===== src/rtl/mips_defs.sv =====
// mips_defs: shared definitions for the MIPS32 execute stage.
// Holds ALU type codes, ALU opcodes, the execute-stage FSM state enum and
// two small datapath helpers (operand magnitude and the single-cycle ALU).
package mips_defs;

  // ALU type codes produced by the decoder
  localparam logic [2:0] ALUTYPE_NONE  = 3'b000;
  localparam logic [2:0] ALUTYPE_ARITH = 3'b001;
  localparam logic [2:0] ALUTYPE_LOGIC = 3'b010;
  localparam logic [2:0] ALUTYPE_MOVE  = 3'b011;
  localparam logic [2:0] ALUTYPE_SHIFT = 3'b100;

  // ALU opcodes
  localparam logic [7:0] EXE_ADD   = 8'h18;
  localparam logic [7:0] EXE_ADDIU = 8'h19;
  localparam logic [7:0] EXE_SUBU  = 8'h1B;
  localparam logic [7:0] EXE_SLT   = 8'h26;
  localparam logic [7:0] EXE_SLTIU = 8'h27;
  localparam logic [7:0] EXE_AND   = 8'h1C;
  localparam logic [7:0] EXE_ORI   = 8'h1D;
  localparam logic [7:0] EXE_LUI   = 8'h05;
  localparam logic [7:0] EXE_SLL   = 8'h11;
  localparam logic [7:0] EXE_MFHI  = 8'h0C;
  localparam logic [7:0] EXE_MFLO  = 8'h0D;
  localparam logic [7:0] EXE_MULT  = 8'h14;
  localparam logic [7:0] EXE_LB    = 8'h90;
  localparam logic [7:0] EXE_LW    = 8'h92;
  localparam logic [7:0] EXE_SB    = 8'h98;
  localparam logic [7:0] EXE_SW    = 8'h9A;

  // Execute-stage multiply sequencing states
  typedef enum logic [1:0] {
    ST_IDLE = 2'd0,
    ST_BUSY = 2'd1,
    ST_DONE = 2'd2
  } exe_state_e;

  // Magnitude of a signed 32-bit value; 33 bits so that |0x80000000| = 2^31 fits.
  function automatic logic [32:0] mag33(input logic [31:0] v);
    logic [32:0] m;
    if (v[31]) begin
      m = 33'd0 - {1'b1, v};
    end else begin
      m = {1'b0, v};
    end
    return m;
  endfunction

  // Single-cycle ALU result for every non-multiply opcode; unknown opcodes give 0.
  function automatic logic [31:0] alu_result(input logic [7:0]  op,
                                             input logic [31:0] s1,
                                             input logic [31:0] s2,
                                             input logic [31:0] hi,
                                             input logic [31:0] lo);
    logic [31:0] r;
    r = 32'd0;
    case (op)
      EXE_ADD, EXE_ADDIU,
      EXE_LB, EXE_LW, EXE_SB, EXE_SW: r = s1 + s2;
      EXE_SUBU:                       r = s1 - s2;
      EXE_SLT:                        r = {31'd0, ($signed(s1) < $signed(s2))};
      EXE_SLTIU:                      r = {31'd0, (s1 < s2)};
      EXE_AND:                        r = s1 & s2;
      EXE_ORI:                        r = s1 | s2;
      EXE_LUI:                        r = s2;
      EXE_SLL:                        r = s2 << s1[4:0];
      EXE_MFHI:                       r = hi;
      EXE_MFLO:                       r = lo;
      default:                        r = 32'd0;
    endcase
    return r;
  endfunction

endpackage


===== src/rtl/mul_iter.sv =====
// mul_iter: signed 32x32 iterative shift-add multiplier.
// start latches operand magnitudes and the result sign; each following cycle
// retires MUL_BITS_PER_CYCLE multiplier bits. done is high during the final
// iteration, so product is valid from the next cycle until the next start.
// flush abandons an iteration sequence in progress.
module mul_iter
  import mips_defs::*;
#(
  parameter int MUL_BITS_PER_CYCLE = 1
) (
  input  logic        clk,
  input  logic        rst_n,
  input  logic        start,
  input  logic        flush,
  input  logic [31:0] src_a,
  input  logic [31:0] src_b,
  output logic        done,
  output logic [63:0] product
);

  localparam int         ITERS    = 32 / MUL_BITS_PER_CYCLE;
  localparam logic [4:0] LAST_CNT = 5'(ITERS - 1);

  logic        run_r;
  logic [4:0]  cnt_r;
  logic [32:0] mcand_r;
  logic [32:0] mplier_r;
  logic [63:0] acc_r;
  logic        sign_r;
  logic [5:0]  shamt_s;
  logic [63:0] sum_s;

  assign shamt_s = 6'(cnt_r) * 6'(MUL_BITS_PER_CYCLE);
  assign done    = run_r & (cnt_r == LAST_CNT);
  assign product = sign_r ? (64'd0 - acc_r) : acc_r;

  // Partial-product accumulation for the multiplier bits retired this cycle
  always_comb begin
    sum_s = acc_r;
    for (int k = 0; k < MUL_BITS_PER_CYCLE; k++) begin
      if (mplier_r[k]) begin
        sum_s = sum_s + ({31'd0, mcand_r} << (shamt_s + 6'(k)));
      end else begin
        sum_s = sum_s;
      end
    end
  end

  // Operand latch, iteration counter and accumulator
  always_ff @(posedge clk or negedge rst_n) begin
    if (!rst_n) begin
      run_r    <= 1'b0;
      cnt_r    <= 5'd0;
      mcand_r  <= 33'd0;
      mplier_r <= 33'd0;
      acc_r    <= 64'd0;
      sign_r   <= 1'b0;
    end else if (start) begin
      run_r    <= 1'b1;
      cnt_r    <= 5'd0;
      mcand_r  <= mag33(src_a);
      mplier_r <= mag33(src_b);
      acc_r    <= 64'd0;
      sign_r   <= src_a[31] ^ src_b[31];
    end else if (flush) begin
      run_r <= 1'b0;
      cnt_r <= 5'd0;
    end else if (run_r) begin
      acc_r    <= sum_s;
      mplier_r <= mplier_r >> MUL_BITS_PER_CYCLE;
      cnt_r    <= cnt_r + 5'd1;
      run_r    <= (cnt_r != LAST_CNT);
    end
  end

endmodule


===== src/rtl/exe_stage.sv =====
// exe_stage: MIPS32 execute stage. Computes ALU results / memory addresses in
// one cycle and the HI/LO product of MULT, registering everything into the
// EXE/MEM boundary.
// Build option: define EXE_FAST_MULT_EN for a single-cycle combinational
// multiply (no stall). Otherwise MULT uses mul_iter and stalls the front end
// for 32/MUL_BITS_PER_CYCLE+1 cycles, delivering HI/LO after 32/N+2 cycles.
module exe_stage
  import mips_defs::*;
#(
  parameter int MUL_BITS_PER_CYCLE = 1
) (
  input  logic        clk,
  input  logic        rst_n,
  input  logic        id_valid_i,
  input  logic [2:0]  id_alutype_i,
  input  logic [7:0]  id_aluop_i,
  input  logic [31:0] id_src1_i,
  input  logic [31:0] id_src2_i,
  input  logic        id_wreg_i,
  input  logic        id_mreg_i,
  input  logic        id_whilo_i,
  input  logic [4:0]  id_wa_i,
  input  logic [31:0] id_din_i,
  input  logic [31:0] hi_i,
  input  logic [31:0] lo_i,
  input  logic        flush_i,
  output logic        stall_req_o,
  output logic [7:0]  exe_aluop_o,
  output logic [4:0]  exe_wa_o,
  output logic        exe_wreg_o,
  output logic        exe_mreg_o,
  output logic        exe_whilo_o,
  output logic [31:0] exe_wd_o,
  output logic [31:0] exe_din_o,
  output logic [63:0] exe_hilo_o
);

  logic        is_mult_s;
  logic        issue_s;
  logic        done_fire_s;
  logic        stall_s;
  logic [63:0] prod_s;

  logic [7:0]  aluop_s;
  logic [4:0]  wa_s;
  logic        wreg_s;
  logic        mreg_s;
  logic        whilo_s;
  logic [31:0] wd_s;
  logic [31:0] din_s;
  logic [63:0] hilo_s;

  assign is_mult_s = (id_aluop_i == EXE_MULT);

`ifdef EXE_FAST_MULT_EN

  logic signed [63:0] fast_prod_s;

  assign fast_prod_s = $signed(id_src1_i) * $signed(id_src2_i);
  assign prod_s      = fast_prod_s;
  assign issue_s     = id_valid_i & ~flush_i;
  assign done_fire_s = issue_s & is_mult_s;
  assign stall_s     = 1'b0;

`else

  exe_state_e state_r;
  exe_state_e state_nxt_s;
  logic       start_s;
  logic       mul_done_s;

  assign issue_s     = id_valid_i & ~flush_i & (state_r == ST_IDLE);
  assign start_s     = issue_s & is_mult_s;
  assign done_fire_s = (state_r == ST_DONE) & ~flush_i;

  mul_iter #(
    .MUL_BITS_PER_CYCLE(MUL_BITS_PER_CYCLE)
  ) u_mul_iter (
    .clk     (clk),
    .rst_n   (rst_n),
    .start   (start_s),
    .flush   (flush_i),
    .src_a   (id_src1_i),
    .src_b   (id_src2_i),
    .done    (mul_done_s),
    .product (prod_s)
  );

  // Multiply sequencing state register
  always_ff @(posedge clk or negedge rst_n) begin
    if (!rst_n) begin
      state_r <= ST_IDLE;
    end else begin
      state_r <= state_nxt_s;
    end
  end

  // Next state and front-end stall request; stall holds from the issue cycle to the last iteration
  always_comb begin
    state_nxt_s = state_r;
    stall_s     = 1'b0;
    case (state_r)
      ST_IDLE: begin
        if (start_s) begin
          state_nxt_s = ST_BUSY;
          stall_s     = 1'b1;
        end else begin
          state_nxt_s = ST_IDLE;
        end
      end
      ST_BUSY: begin
        stall_s = ~flush_i;
        if (flush_i) begin
          state_nxt_s = ST_IDLE;
        end else if (mul_done_s) begin
          state_nxt_s = ST_DONE;
        end else begin
          state_nxt_s = ST_BUSY;
        end
      end
      ST_DONE: begin
        state_nxt_s = ST_IDLE;
      end
      default: begin
        state_nxt_s = ST_IDLE;
      end
    endcase
  end

`endif

  // Stall is forced low while reset is asserted, even if a MULT bundle is presented
  assign stall_req_o = rst_n & stall_s;

  // Next EXE/MEM contents: product write, ALU/address result, or bubble
  always_comb begin
    aluop_s = 8'd0;
    wa_s    = 5'd0;
    wreg_s  = 1'b0;
    mreg_s  = 1'b0;
    whilo_s = 1'b0;
    wd_s    = 32'd0;
    din_s   = 32'd0;
    hilo_s  = exe_hilo_o;
    if (done_fire_s) begin
      aluop_s = EXE_MULT;
      whilo_s = 1'b1;
      hilo_s  = prod_s;
    end else if (issue_s && !is_mult_s) begin
      aluop_s = id_aluop_i;
      wa_s    = id_wa_i;
      wreg_s  = id_wreg_i;
      mreg_s  = id_mreg_i;
      whilo_s = id_whilo_i;
      din_s   = id_din_i;
      // a bundle typed "none" carries no result
      wd_s    = (id_alutype_i == ALUTYPE_NONE) ? 32'd0
              : alu_result(id_aluop_i, id_src1_i, id_src2_i, hi_i, lo_i);
    end else begin
      aluop_s = 8'd0;
      whilo_s = 1'b0;
    end
  end

  // EXE/MEM boundary register
  always_ff @(posedge clk or negedge rst_n) begin
    if (!rst_n) begin
      exe_aluop_o <= 8'd0;
      exe_wa_o    <= 5'd0;
      exe_wreg_o  <= 1'b0;
      exe_mreg_o  <= 1'b0;
      exe_whilo_o <= 1'b0;
      exe_wd_o    <= 32'd0;
      exe_din_o   <= 32'd0;
      exe_hilo_o  <= 64'd0;
    end else begin
      exe_aluop_o <= aluop_s;
      exe_wa_o    <= wa_s;
      exe_wreg_o  <= wreg_s;
      exe_mreg_o  <= mreg_s;
      exe_whilo_o <= whilo_s;
      exe_wd_o    <= wd_s;
      exe_din_o   <= din_s;
      exe_hilo_o  <= hilo_s;
    end
  end

endmodule


===== config.mk =====
export PLATFORM = sky130hd
export DESIGN_NAME = exe_stage
export DESIGN_NICKNAME = d
export VERILOG_FILES = /design/src/rtl/mips_defs.sv /design/src/rtl/mul_iter.sv /design/src/rtl/exe_stage.sv
export SDC_FILE = /design/constraint.sdc
export NUM_CORES = 1
export LEC_CHECK = 0
export CORE_MARGIN = 4
export CORE_UTILIZATION = 65
export CTS_BUF_LIST = sky130_fd_sc_hd__clkbuf_16
export DETAILED_ROUTE_END_ITERATION = 12
export DONT_BUFFER_PORTS = 1
export PLACE_DENSITY = 0.81
export SYNTH_ARGS = -nofsm -noshare
export SYNTH_HDL_FRONTEND = slang
export SYNTH_HIERARCHICAL = 1
export SYNTH_SLANG_ARGS = --single-unit

===== constraint.sdc =====
create_clock -name clk -period 5.9 [get_ports clk]
set_clock_uncertainty 0.15 [all_clocks]
set_input_delay 1.18 -clock clk [delete_from_list [all_inputs] [get_ports clk]]
set_output_delay 1.18 -clock clk [all_outputs]
set_load 0.02 [all_outputs]

==> results of run 1 <==
metrics by stage:
stage | worst slack, ns | cells | hold slack [ns] | util [%]
floorplan | 0.991 | 3035 | 0.307 | -
global placement | 0.687 | 3398 | 0.329 | 66.3
detailed placement | 0.652 | 3398 | 0.369 | 66.3
CTS | 0.618 | 3453 | 0.111 | 68.9
global route | 0.208 | 3453 | 0.129 | 68.9
finish | 0.515 | 3453 | 0.147 | 68.9
metal layers:
layer	vias to the layer above	part of all wire, %	GRT usage (%)	wire [µm]
li1	10748	-	-	-
met1	11345	37	47.2	32000
met2	1328	47	66.7	40900
met3	370	8.5	7.33	7350
met4	2	7.5	23.9	6510
met5	-	0.015	0	13
sequential cells by signal, indices dropped and copies added (netlist names), 8 cells and up:
register             cells
u_mul_iter/acc_r        64
exe_aluop_o              8
exe_din_o               32
u_mul_iter/mcand_r      33
u_mul_iter/mplier_r     33
exe_wd_o                32
exe_hilo_o              64
path summary, 6_finish.rpt:
kind,start,to,slack [ns],cells past startpoint
worst max-delay path,u_mul_iter/cnt_r[0]$_DFFE_PN0P_,u_mul_iter/acc_r[60]$_DFFE_PN0P_,0.51,19
worst min-delay path,rst_n,exe_hilo_o[18]$_DFFE_PN0P_,0.15,0
worst max register to register,u_mul_iter/cnt_r[0]$_DFFE_PN0P_,u_mul_iter/acc_r[60]$_DFFE_PN0P_,0.51,19
worst min register to register,state_r[1]$_DFF_PN0_,state_r[1]$_DFF_PN0_,0.40,1
max in group asynchronous,rst_n,exe_wd_o[19]$_DFF_PN0_,5.08,0
min in group clk,state_r[1]$_DFF_PN0_,state_r[1]$_DFF_PN0_,0.40,1
synth_stat cells (7+ instances only):
cell and count:
and2_1 53, o41ai_1 15, or3_1 35, a221oi_1 20, nor2_1 247, o21bai_1 26
o221ai_1 13, nand3_1 43, inv_1 114, xor2_1 58, a211oi_1 29, nand2b_1 24
o2111ai_1 7, nor3_1 38, nor3b_1 10, mux2_2 93, a21o_1 46, a21oi_1 252
nand4_1 29, a31o_2 8, ha_1 167, dfrtp_1 283, xnor2_1 139, a31oi_1 41
o21ai_0 253, nor2b_1 23, and3_1 16, o211a_1 7, a211o_1 8, o211ai_1 18
mux2i_1 142, buf_1 32, clkbuf_1 147, o31ai_1 44, o21a_1 16, o22ai_1 38
or4_1 21, mux4_2 32, or2_2 8, buf_2 12, a221o_1 9, nand2_1 303
nor4_1 16
final cells by class:
cell class | count | area [µm²]
Clock buffer | 30 | 751
Clock inverter | 25 | 258
Fill cell | 3051 | 12000
Inverter | 120 | 452
Multi-Input combinational cell | 2438 | 17100
Sequential cell | 283 | 7080
Tap cell | 518 | 648
Timing Repair Buffer | 39 | 293
where the power goes:
group | switching (µW) | internal [µW]
logic | 454 | 300
clock network | 828 | 1140
registers | 42.8 | 1970
logic make-up after synthesis:
kind of cell	Yosys count	synth area share, %
buf+inv	314	4.76
compound gates	904	22.6
fa+ha+maj	170	8.47
mux	267	12.6
flops	283	27.9
simple gates	900	16.9
xor+xnor	197	6.80
==> flow_metrics.py, run 1 <==
metrics = {
    "global_route": {
        "antenna_found_initial": 1,
        "grt_pass1_vias": 23295,
        "grt_pass1_wl_um": 133000,
        "grt.total_usage_pct": 39.6,
        "grt-ovfl-total": 0,
        "grt_max_degree": 285,
    },
    "synthesis": {
        "ys_ff_latch": 283,
        "yosys_warnings": 6,
        "synth.distinct_cells": 86,
        "async_flop_share_pct": 100,
        "synthFlopType": "dfrtp_1",
        "synth_top_area_cell": "dfrtp_1",
        "seq_area_frac_synth_pct": 27.9,
        "synth_edf_count": 0,
        "netlist.area_leader.share_pct": 27.9,
        "syn_nets": 3388,
        "synth.area.top_cells": "dfrtp_1 (28%), ha_1 (8.2%), mux2i_1 (5.6%)",
        "synth_area_per_cell_um2": 8.36,
        "syn_area_mm2": 0.0254,
        "syn_inst": 3035,
    },
    "sta": {
        "final_hold_viol_count": 0,
        "drv_slew": 0,
        "tightestPinTransition_ns": 1.19,
        "tns_ns": 0,
        "setup_violations": 0,
        "min_period_ns": 5.39,
        "relSlewSlack_pct": 20.7,
        "fmax_mhz": 186,
        "rsz0062_at_grt": "false",
        "post-route-period-util_pct": 91.3,
    },
    "power_and_ir_drop": {
        "total_power_uw": 4740,
        "max-vdd-ir-drop_uv": 279,
        "power.density_mw_per_mm2": 178,
        "p_leak_uw": 0.0120,
    },
    "critical_path": {
        "endpoint_kind": "flop",
        "crit_required_ns": 6.25,
        "cp_common_cell": "o21ai_0",
        "crit_type": "flop to flop",
        "cp-start-kind": "flop",
        "slowest_delay_ns": 0.57,
        "path_max_fanout": 15,
        "crit_buf_inv": 2,
        "worstPathCellList": "buf_4 -> mux2_2 -> o21ai_0 -> nor2_1 -> a21oi_1 -> mux2_2 -> nor2_1 -> ha_1 -> nand2_1 -> a311o_1 -> o21ba_2 -> o31ai_1 -> buf_4 -> a31o_2 -> a21oi_1 -> o21ai_0 -> a221oi_1 -> xor2_1 -> o21ai_0",
        "cp_slowest_cell": "dfrtp_2",
        "cp_data_arrival_time_ns": 5.73,
        "cp_top_family": "compound AO/OA/AOI/OAI gates",
    },
    "routing": {
        "drt_iter0_markers": 2388,
        "drc_errors": 0,
        "antenna_left": 0,
        "dr_total_vias": 23793,
        "wire_per_inst_um": 25.1,
        "avgViaCountPerCell": 6.89,
        "drtPass1Iterations": 6,
        "wl_um": 86800,
    },
    "clocking": {
        "root_buffer": "clkbuf_16",
        "cts_hold_buf": 0,
        "clk_latency_ns": 0.60,
        "numCtsBuffers": 30,
        "clkSlewWorstSetupHoldPaths_ns": 0.06,
        "cts_tree": "done",
        "post_cts_buffers": 0,
        "clock_sinks": 283,
        "cts_resized": 0,
        "htreeDepth": 1,
        "clockBufferDepth": 3,
    },
    "placed_design": {
        "gp_congestion": 1.03,
        "dp_hpwl_um": 64200,
        "io_buffers": 0,
        "placed_area_mm2": 0.0256,
    },
    "run_status": {
        "status": "completed",
    },
    "final_layout": {
        "final_area_mm2": 0.0266,
        "syn_to_final_growth_pct": 4.89,
        "mostFrequentLayoutCell": "nand2_1",
        "diodes": 0,
        "fin_nets": 3265,
        "drive_above_1_share_pct": 9.10,
        "final_cell_mix": "nand2_1 (303), dfrtp_1 (281), o21ai_0 (253), a21oi_1 (251), nor2_1 (246)",
    },
    "die": {
        "pin_count": 328,
        "die_y_um": 206,
        "start_util_pct": 65.7,
        "dieArea_mm2": 0.0423,
        "die_w_um": 206,
        "core_mm2": 0.0386,
        "rows": 72,
    },
    "flow_run": {
        "max_cap_violations": 0,
    },
    "hold_path": {
        "hold_class": "primary input to async pin",
    },
}
Note: power is estimated with default switching activity, not from simulation.
==> inputs of run 2 (changes only) <==
--- a/config.mk
+++ b/config.mk
@@ -6,11 +6,11 @@
 export NUM_CORES = 1
 export LEC_CHECK = 0
 export CORE_MARGIN = 4
-export CORE_UTILIZATION = 65
+export CORE_UTILIZATION = 60
 export CTS_BUF_LIST = sky130_fd_sc_hd__clkbuf_16
 export DETAILED_ROUTE_END_ITERATION = 12
 export DONT_BUFFER_PORTS = 1
-export PLACE_DENSITY = 0.81
+export PLACE_DENSITY = 0.79
 export SYNTH_ARGS = -nofsm -noshare
 export SYNTH_HDL_FRONTEND = slang
 export SYNTH_HIERARCHICAL = 1
==> constraint.sdc (replaced) <==
create_clock -name clk -period 4.7 [get_ports clk]
set_clock_uncertainty 0.15 [all_clocks]
set_input_delay 0.94 -clock clk [delete_from_list [all_inputs] [get_ports clk]]
set_output_delay 0.94 -clock clk [all_outputs]
set_load 0.02 [all_outputs]
==> run 2 against run 1 <==
Against the previous run:
- the run now ends with negative hold slack left
- utilization down 1.7 points
- non-clock buffer count up 138
- sequential power up 26%
- cell area up 5.6%
- wire length up 5.2%
- critical path depth down 7
- combinational power up 35%
- hold slack worse by 0.21 ns
- sequential cell count unchanged
- global-route usage down 1.1 points
- sequential share of layout area down 1.4 points
==> flow_metrics.py, run 2 (same netlist as run 1, synthesis figures left out) <==
metrics = {
    "final_layout": {
        "reg.largest.list": "exe_hilo_o x64, u_mul_iter/acc_r x64",
        "fin_nets": 3407,
        "final_cell_mix": "nand2_1 (303), dfrtp_1 (281), nor2_1 (244), a21oi_1 (239), o21ai_0 (237)",
        "instances_no_fill": 3616,
        "mostFrequentLayoutCell": "nand2_1",
        "drive_above_1_share_pct": 14.8,
        "diodes": 0,
        "syn_to_final_growth_pct": 10.8,
    },
    "global_route": {
        "grt.total_usage_pct": 38.5,
        "grt_pass1_vias": 24468,
        "grt_max_degree": 285,
        "grt-ovfl-total": 0,
        "antenna_found_initial": 2,
        "grt_pass1_wl_um": 138000,
    },
    "clocking": {
        "root_buffer": "clkbuf_16",
        "clk_latency_ns": 0.55,
        "clock_sinks": 283,
        "numCtsBuffers": 34,
        "htreeDepth": 2,
        "cts_tree": "done",
        "clkSlewWorstSetupHoldPaths_ns": 0.06,
        "clockBufferDepth": 3,
    },
    "placed_design": {
        "dp_hpwl_um": 68800,
        "gp_congestion": 1.00,
        "pre_cts_ws_ns": -0.0909,
        "io_buffers": 0,
        "dp_cells": 3549,
    },
    "power_and_ir_drop": {
        "total_power_uw": 6180,
        "power.density_mw_per_mm2": 220,
        "p_leak_uw": 0.0128,
        "max-vdd-ir-drop_uv": 270,
    },
    "sta": {
        "setup_violations": 0,
        "final_hold_viol_count": 147,
        "holdWs_ns": -0.0640,
        "tightestPinTransition_ns": 1.23,
        "relSlewSlack_pct": 17.8,
        "rsz0062_at_grt": "true",
        "post-route-period-util_pct": 99.3,
        "drv_slew": 0,
        "setup_ws_ns": 0.0328,
        "fmax_mhz": 214,
        "min_period_ns": 4.67,
    },
    "critical_path": {
        "path_max_fanout": 7,
        "crit_required_ns": 4.98,
        "crit_type": "flop to flop",
        "endpoint_kind": "flop",
        "cp_data_arrival_time_ns": 4.95,
        "cp-start-kind": "flop",
        "rrSetupSlack_ns": 0.03,
    },
    "die": {
        "pin_count": 328,
        "die_y_um": 214,
        "dieArea_mm2": 0.0457,
        "start_util_pct": 60.7,
        "die_w_um": 214,
        "rows": 75,
        "core_mm2": 0.0419,
    },
    "routing": {
        "antenna_left": 0,
        "avgViaCountPerCell": 6.81,
        "drtPass1Iterations": 6,
        "dr_total_vias": 24636,
        "drc_errors": 0,
        "wl_um": 91300,
        "wire_per_inst_um": 25.3,
        "drt_iter0_markers": 2456,
    },
    "run_status": {
        "violations": "negative hold slack",
        "status": "complete, but fails checks",
    },
    "flow_run": {
        "max_cap_violations": 0,
    },
    "hold_path": {
        "hold_class": "primary input to async pin",
    },
}
-- run 2: cell count changes in the layout (fill, tap and decap cells not counted), sizes merged --
cell	previous run	this run
buf	39	176
clkbuf	30	36
clkinv	17	13
clkinvlp	0	6
inv	123	122
bufinv	5	3
-- run 2: path summary, 6_finish.rpt --
check | to | cells after the start | startpoint
max | exe_hilo_o[57]$_DFFE_PN0P_ | 12 | u_mul_iter/acc_r[6]$_DFFE_PN0P_
min | exe_hilo_o[12]$_DFFE_PN0P_ | 0 | rst_n
max reg2reg | exe_hilo_o[57]$_DFFE_PN0P_ | 12 | u_mul_iter/acc_r[6]$_DFFE_PN0P_
min reg2reg | state_r[1]$_DFF_PN0_ | 1 | state_r[1]$_DFF_PN0_
max in group asynchronous | exe_wd_o[25]$_DFF_PN0_ | 0 | rst_n
min in group clk | exe_aluop_o[4]$_DFF_PN0_ | 1 | id_aluop_i[4]
-- run 2: power breakdown --
group,total (µW),internal (µW),switching [µW],leakage [µW]
Combinational,1020,418,606,0.00834
Sequential,2530,2480,55.3,0.00391
Clock,2630,1530,1100,0.000533
Total,6180,4420,1770,0.0128
-- run 2: worst max-delay path, stage by stage (launching register included) --
cell     delay (ns)
dfrtp_1        0.38
or4_4          0.54
or3_4          0.35
or4_4          0.53
or3_4          0.37
or4_4          0.48
or2_4          0.28
or3_4          0.36
or3_1          0.34
buf_6          0.17
o41ai_4        0.24
xnor2_1        0.09
mux2_2         0.26
-- run 2: per-layer routing --
layer  vias to the layer above  GRT usage, %  part of all wire (%)
li1                      11049             -                     -
met1                     11880          46.6                    38
met2                      1320          65.2                    47
met3                       383          7.37                   8.0
met4                         4          20.7                   6.4
met5                         -             0                 0.025
-- run 2: layout make-up --
type	instances	area (µm²)
repair buffers	177	1420
well taps	539	674
inverters	120	455
clock buffers	35	876
multi-input cells	2438	17400
fillers	3325	13700
clock inverters	24	213
flip-flops and latches	283	7080
-- run 2: through the flow --
stage               cell area (µm²)  setup TNS [ns]  util [%]
floorplan                     25400               0         -
global placement              26700         -0.0730      63.8
detailed placement            26700          -0.449      63.8
CTS                           27800               0      66.5
global route                  28100          -0.547      67.2
finish                        28100               0      67.2
-- run 2: timing repair --
action | 4_1_cts | 5_1_grt
cloned | 0 | 1
gates resized for setup | 8 | 64
endpoints found under the setup margin | 12 | 28
pin swaps | 0 | 10
buffers inserted | 0 | 7
endpoints found under the hold margin | 283 | 271
